==> src/rtl/auth_pkg.sv <==
// rtl/auth_pkg.sv - shared command codes and transmitter FSM state type for the authorization link
//
// Purpose: definitions shared by the remote-side transmitter and the Segway-side
//          authorization receiver.
// Contents:
//   CMD_GO          8'h67 ('g'), requests power up
//   CMD_STOP        8'h73 ('s'), requests power down
//   auth_tx_state_t transmitter FSM states
package auth_pkg;

  localparam logic [7:0] CMD_GO   = 8'h67;
  localparam logic [7:0] CMD_STOP = 8'h73;

  typedef enum logic [1:0] {
    IDLE,
    LOAD,
    SEND,
    GAP
  } auth_tx_state_t;

endpackage

==> src/rtl/uart_tx.sv <==
// rtl/uart_tx.sv - 8N1 UART serializer with baud and bit counters
//
// Purpose: sends one 8N1 frame per trmt pulse. The frame is start(0), 8 data
//          bits LSB first, then stop(1). Each bit lasts BAUD_DIV clocks.
// Ports:
//   clk      in   system clock
//   rst_n    in   asynchronous active-low reset; TX goes high at once
//   trmt     in   start a frame with tx_data; ignored while a frame is in flight
//   tx_data  in   byte to send
//   TX       out  serial line, idle high
//   tx_done  out  1-cycle pulse on the clock after the stop bit ends
module uart_tx #(
  parameter int BAUD_DIV = 5208
) (
  input  logic       clk,
  input  logic       rst_n,
  input  logic       trmt,
  input  logic [7:0] tx_data,
  output logic       TX,
  output logic       tx_done
);

  localparam int BAUD_W = (BAUD_DIV > 1) ? $clog2(BAUD_DIV) : 1;

  logic [BAUD_W-1:0] baud_cnt;
  logic [3:0]        bit_cnt;
  logic [9:0]        tx_shift;
  logic              shifting;
  logic              baud_end;

  assign baud_end = (baud_cnt == BAUD_W'(BAUD_DIV - 1));

  // The line is driven straight from bit 0 of the shift register. The register
  // resets to all ones and shifts ones in, so the line idles high.
  assign TX = tx_shift[0];

  always_ff @(posedge clk or negedge rst_n) begin
    if (!rst_n) begin
      tx_shift <= '1;
      shifting <= 1'b0;
      baud_cnt <= '0;
      bit_cnt  <= '0;
      tx_done  <= 1'b0;
    end else begin
      tx_done <= 1'b0;
      if (trmt && !shifting) begin
        tx_shift <= {1'b1, tx_data, 1'b0};
        shifting <= 1'b1;
        baud_cnt <= '0;
        bit_cnt  <= '0;
      end else if (shifting) begin
        if (baud_end) begin
          baud_cnt <= '0;
          tx_shift <= {1'b1, tx_shift[9:1]};
          if (bit_cnt == 4'd9) begin
            shifting <= 1'b0;
            bit_cnt  <= '0;
            tx_done  <= 1'b1;
          end else begin
            bit_cnt <= bit_cnt + 4'd1;
          end
        end else begin
          baud_cnt <= baud_cnt + 1'b1;
        end
      end
    end
  end

endmodule

==> src/rtl/auth_cmd_tx.sv <==
// rtl/auth_cmd_tx.sv - remote-side authorization command transmitter (GO/STOP over UART)
//
// Purpose: turns go/stop request pulses into UART command bytes. It holds one
//          pending request, where the last request wins. It puts an idle gap
//          between frames. It tracks the last command that was fully sent.
// Ports:
//   clk      in   system clock
//   rst_n    in   asynchronous active-low reset; aborts any frame in flight
//   go_req   in   1-cycle pulse, request to send GO
//   stop_req in   1-cycle pulse, request to send STOP (wins over go_req)
//   TX       out  UART serial out, idle high
//   busy     out  high from frame load until the inter-frame gap ends
//   tx_done  out  1-cycle pulse after each frame's stop bit
//   armed    out  1 after a GO frame completes, 0 after a STOP frame completes
module auth_cmd_tx
  import auth_pkg::*;
#(
  parameter int BAUD_DIV = 5208,
  parameter int GAP_BITS = 1
) (
  input  logic clk,
  input  logic rst_n,
  input  logic go_req,
  input  logic stop_req,
  output logic TX,
  output logic busy,
  output logic tx_done,
  output logic armed
);

  localparam int GAP_LEN = GAP_BITS * BAUD_DIV;
  localparam int GAP_W   = (GAP_LEN > 2) ? $clog2(GAP_LEN) : 1;

  auth_tx_state_t state, next_state;

  logic             pend_valid;
  logic [7:0]       pend_cmd;
  logic [7:0]       sent_cmd;
  logic [GAP_W-1:0] gap_cnt;
  logic             gap_end;
  logic             trmt;
  logic             u_done;

  // The tx_done cycle in SEND already holds the line idle. It counts as the
  // first gap cycle. So the GAP state lasts GAP_LEN-1 cycles, and frame starts
  // are (10+GAP_BITS)*BAUD_DIV + 2 clocks apart, with the extra 2 clocks
  // coming from IDLE and LOAD.
  assign gap_end = (gap_cnt == GAP_W'(GAP_LEN - 2));
  assign tx_done = u_done;

  always_ff @(posedge clk or negedge rst_n) begin
    if (!rst_n) state <= IDLE;
    else        state <= next_state;
  end

  always_comb begin
    next_state = state;
    trmt       = 1'b0;
    busy       = 1'b1;
    case (state)
      IDLE: begin
        busy = 1'b0;
        if (pend_valid) next_state = LOAD;
      end
      LOAD: begin
        trmt       = 1'b1;
        next_state = SEND;
      end
      SEND: if (u_done) next_state = GAP;
      GAP:  if (gap_end) next_state = IDLE;
      default: next_state = IDLE;
    endcase
  end

  // Pending slot. A new request beats the clear in LOAD, so a request that
  // lands on the consume cycle becomes the next pending command.
  always_ff @(posedge clk or negedge rst_n) begin
    if (!rst_n) begin
      pend_valid <= 1'b0;
      pend_cmd   <= CMD_STOP;
    end else if (go_req || stop_req) begin
      pend_valid <= 1'b1;
      pend_cmd   <= stop_req ? CMD_STOP : CMD_GO;
    end else if (state == LOAD) begin
      pend_valid <= 1'b0;
    end
  end

  always_ff @(posedge clk or negedge rst_n) begin
    if (!rst_n) begin
      sent_cmd <= CMD_STOP;
      gap_cnt  <= '0;
      armed    <= 1'b0;
    end else begin
      if (state == LOAD) sent_cmd <= pend_cmd;
      if (state == GAP && !gap_end) gap_cnt <= gap_cnt + 1'b1;
      else                          gap_cnt <= '0;
      if (state == SEND && u_done) armed <= (sent_cmd == CMD_GO);
    end
  end

  uart_tx #(
    .BAUD_DIV(BAUD_DIV)
  ) u_uart_tx (
    .clk    (clk),
    .rst_n  (rst_n),
    .trmt   (trmt),
    .tx_data(pend_cmd),
    .TX     (TX),
    .tx_done(u_done)
  );

endmodule
==> config.mk <==
export PLATFORM = sky130hd
export DESIGN_NAME = auth_cmd_tx
export DESIGN_NICKNAME = d
export VERILOG_FILES = /design/src/rtl/auth_pkg.sv /design/src/rtl/uart_tx.sv /design/src/rtl/auth_cmd_tx.sv
export SDC_FILE = /design/constraint.sdc
export NUM_CORES = 1
export LEC_CHECK = 0
export BUFFER_PORTS_ARGS = -buffer_cell sky130_fd_sc_hd__buf_2
export CORE_ASPECT_RATIO = 0.5
export CORE_MARGIN = 2
export CORE_UTILIZATION = 45
export CTS_CLUSTER_SIZE = 30
export DETAILED_ROUTE_END_ITERATION = 10
export GPL_ROUTABILITY_DRIVEN = 0
export PLACE_DENSITY = 0.66
export RECOVER_POWER = 100
export SLEW_MARGIN = 10
export SYNTH_ARGS = -nofsm -noshare
export SYNTH_HDL_FRONTEND = slang
export SYNTH_SLANG_ARGS = --single-unit
==> constraint.sdc <==
create_clock -name clk -period 1.81 [get_ports clk]
set_input_delay 0.362 -clock clk [delete_from_list [all_inputs] [get_ports clk]]
set_output_delay 0.362 -clock clk [all_outputs]
set_load 0.01 [all_outputs]
==> results by stage <==
Global route:
- The remaining global-route overflow is 0.
- The number of antenna violations at the first check in global routing is 0.
- The number of global-route vias before repair is between 1500 and 2000.
- The pin count of the biggest net entering global routing is 27.
- In the global route stage, overall resource usage came out at 18.1%.
- The global-route wire length before repair is 8590 um.

Flow run:
- The tool flagged a number of max-cap violations equal to 0.

Final layout:
- The number of nets in the final layout is just under 300.
- The count of cells in the finished layout, fillers not included, comes to 350.
- The sequential standard cell area is 1240 um^2.
- For this run, the share of the core covered by cells in the final layout is between 50% and 60%.
- The share of layout cells above drive strength 1 is between 10% and 20%.
- Compared with the post-synthesis result, the final layout area differs by 13.7%.
- The number of antenna diodes in the final layout is 0.
- The summed area of non-filler cells in the final layout is 2830 um^2.
- The multi-input combinational cells in the finished layout cover a total of 1180 um^2.
- The layout has 511 filler cells.

Routing:
- The count of routing violations after the opening detailed-route iteration is 82.
- The wire length after detailed routing is 4940 um.
- The via-per-instance ratio is ~5.4.
- The first-pass iteration count of the detailed router is 4.
- After detailed routing, the average wire length per cell comes to 14.1 um.
- The count of nets left with antenna violations once routing finished came out at 0.
- The total DRC errors in the routed layout is 0.
- The total via count after detailed routing is around 1900.

Timing:
- The final setup skew is about 0.015 ns.
- At the pin with the least slew margin, the transition time is 1.47 ns.
- The setup total negative slack is 0 ns.
- Subtracting the final worst setup slack from the clock period gives 1.78 ns.
- The number of failing setup endpoints in the final timing report is 0.
- The post-route clock period utilization is 98.1%.
- For this run, the top clock speed supported by timing is 563 MHz.
- The final hold violation count is 0.
- The worst slew slack as a fraction of its limit is 1.92%.
- The number of pins exceeding their max-slew limit in the final report is 0.

Yosys:
- Yosys attributes the largest share of cell area to sky130_fd_sc_hd__dfrtp_1 (38%), sky130_fd_sc_hd__dfstp_2 (12%), sky130_fd_sc_hd__nor2_1 (4.7%), sky130_fd_sc_hd__ha_1 (4.5%), sky130_fd_sc_hd__nand3_1 (3.6%).
- The share of the Yosys chip area taken by registers is 49.9%.
- Among all flip-flop cells after synthesis, the most frequent one is sky130_fd_sc_hd__dfrtp_1.
- The proportion of synthesized flip-flops having asynchronous set or reset is 100%.
- The mean area per synthesized cell is 9.86 um^2.
- The synthesized design spends more area on one cell type than any other, namely sky130_fd_sc_hd__dfrtp_1.
- The post-synthesis instance total is 252.
- The synthesis-stage register bit count is 49.
- After synthesis, the most frequently instantiated cells are sky130_fd_sc_hd__dfrtp_1 (38), sky130_fd_sc_hd__nor2_1 (31), sky130_fd_sc_hd__nand2_1 (22).
- The cell with the most instances after synthesis is sky130_fd_sc_hd__dfrtp_1.
- The post-synthesis instance area is 2480 um^2.
- The number of library cell types mapped by synthesis is 42.
- The number of nets handed over by synthesis was 265.
- In this run the biggest area consumer among cell types represents 38.3% of the synthesized area.
- Yosys mapped a number of flops with a built-in enable equal to 0.
- Yosys printed 0 warnings.

Worst setup path:
- The number of buffers and inverters on the critical path is 0.
- The setup check on the worst reg-to-reg path leaves a slack of 0.03 ns.
- Data on the critical path is required at its endpoint by 2.02 ns.
- The slowest stage of the critical path is the sky130_fd_sc_hd__or4_4 cell.
- At the worst endpoint, the arrival time is 1.99 ns.
- The maximum fanout count along the critical path is 2.
- The capturing element type of the critical path is a flop.
- For this run, the slowest stage of the critical path takes roughly 0.55 ns.
- Traced cell by cell, the critical path runs through or4_4, o31ai_4, o221a_2, mux2_1.
- The worst setup path is of the flop to flop kind.
- Broken down by cell family, the worst path's largest delay share belongs to simple AND/OR/NAND/NOR gates.
- The type of element launching the critical path is a flop.

Floorplanning:
- The horizontal die dimension is 109 um.
- The placeable core region is 5400 um^2.
- The effective utilization at floorplan is between 40 and 50%.
- For this design the top-level I/O count stands at 8.
- The die outline height is 56.5 um.
- The overall die area is 6170 um^2.
- In this run the core area contains 19 standard-cell rows.

Clocking:
- The buffer type at the clock tree root is sky130_fd_sc_hd__clkbuf_8.
- For the worst-skew pair, the clock arrives at the later sink with an insertion delay of 0.32 ns.
- The clock net in this run drives a total of 49 sinks.
- TritonCTS built the clock tree.
- Counting along the longest clock path gives a buffer depth of 2.
- The total clock buffers created by CTS is 5.
- The clock transition at the register clock pins on the worst setup and hold paths after CTS is 0.10 ns.
- The H-tree depth reported by CTS is 2.

Outcome:
- The flow ran to the end, and the final reports show no timing, DRC or antenna violations.

Power and ir drop:
- IR analysis of the VDD net gives a maximum drop of 0.295 mV.
- The sum of internal, switching and leakage power is 1.84 mW.
- The leakage dissipation is 1.28 nW.
- The power density of the placed cells is between 600 and 700 nW/um^2.

Place:
- The post-placement cell area is between 2000 and 3000 um^2.
- After legalization and detailed placement, the total HPWL measured ~3500 um.
- After detailed placement, the design holds a cell count of between 300 and 400.
- The port buffer count is 7.

Hold path:
- The worst min-delay path class is input pin to flop.
power by group:
part	leakage (nW)	switching (mW)	total [mW]	internal, mW
logic	0.634	0.0273	0.0401	0.0128
registers	0.603	0.00623	1.11	1.11
clock network	0.0447	0.402	0.682	0.280
total	1.28	0.436	1.84	1.40
worst paths after layout:
check | startpoint | end | cells past startpoint
worst max-delay path | gap_cnt[7] | state[1] | 4
worst min-delay path | stop_req | pend_cmd[2] | 2
worst max register to register | gap_cnt[7] | state[1] | 4
worst min register to register | u_uart_tx.tx_shift[8] | u_uart_tx.tx_shift[8] | 2
max in group asynchronous | rst_n | armed | 1
min in group asynchronous | rst_n | gap_cnt[5] | 1
per-layer routing:
metal,global-route usage [%],wire (um),part of all wire [%],up-vias
li1,-,-,-,938
met1,24.3,2510,51,948
met2,28.8,2260,46,17
met3,3.48,94,1.9,4
met4,7.14,74,1.5,0
met5,0,0,0,-
layout by cell type (no fill, tap or decap), types with 4 or more instances in the layout:
cell type / instances
sky130_fd_sc_hd__and4_1: 4
sky130_fd_sc_hd__nor2_1: 31
sky130_fd_sc_hd__clkbuf_8: 5
sky130_fd_sc_hd__a22o_1: 4
sky130_fd_sc_hd__ha_1: 8
sky130_fd_sc_hd__dfrtp_1: 38
sky130_fd_sc_hd__nor3_1: 7
sky130_fd_sc_hd__buf_4: 15
sky130_fd_sc_hd__o21ai_0: 13
sky130_fd_sc_hd__inv_1: 13
sky130_fd_sc_hd__dfstp_2: 10
sky130_fd_sc_hd__clkbuf_1: 4
sky130_fd_sc_hd__and3_1: 6
sky130_fd_sc_hd__nand3_1: 17
sky130_fd_sc_hd__nand2_1: 22
sky130_fd_sc_hd__a21oi_1: 10
sky130_fd_sc_hd__nand4_1: 9
sky130_fd_sc_hd__o31ai_1: 4
sky130_fd_sc_hd__xor2_1: 10
stage by stage:
| step | setup slack (ns) | hold WS [ns] |
|---|---|---|
| 2_1_floorplan | -0.0264 | 0.0664 |
| 3_3_place_gp | 0.0763 | 0.395 |
| 3_5_place_dp | 0.0183 | 0.408 |
| 4_1_cts | 0.0131 | 0.0516 |
| 5_1_grt | -0.00200 | 0.218 |
| 6_report | 0.0339 | 0.222 |
sequential cells by signal, indices dropped and copies added (netlist names):
register and cells:
armed 1, u_uart_tx.shifting 1, pend_valid 1, u_uart_tx.tx_shift 9, u_uart_tx.baud_cnt 13, u_uart_tx.tx_done 1, pend_cmd 2, state 2
gap_cnt 13, u_uart_tx.bit_cnt 4, sent_cmd 2
cell families (layout without fill, tap and decap cells):
group                      Yosys count  in the layout  synth area share, %
and+or+nand+nor                    114            114                 24.2
DFF                                 49             49                 49.9
AOI/OAI and AO/OA                   41             41                 11.0
buffers and inverters               20             45                 3.17
xor gates and xnor gates            13             13                 4.58
adders and majority gates            9              9                 4.53
muxes                                6              6                 2.57
timing repair:
action	CTS	global route
buffers inserted	0	2
endpoints found under the setup margin	0	12
gates resized for setup	0	4
hold buffers	0	0
layout make-up:
type                       count  area share, %
tap                           73           3.23
multi-input combinational    183           41.9
inverter                      13           1.73
sequential                    49           43.9
clock buffer                   5           2.43
timing repair buffer          24           5.93
clock inverter                 3          0.885
No activity file was read; power rests on OpenSTA's default activity.
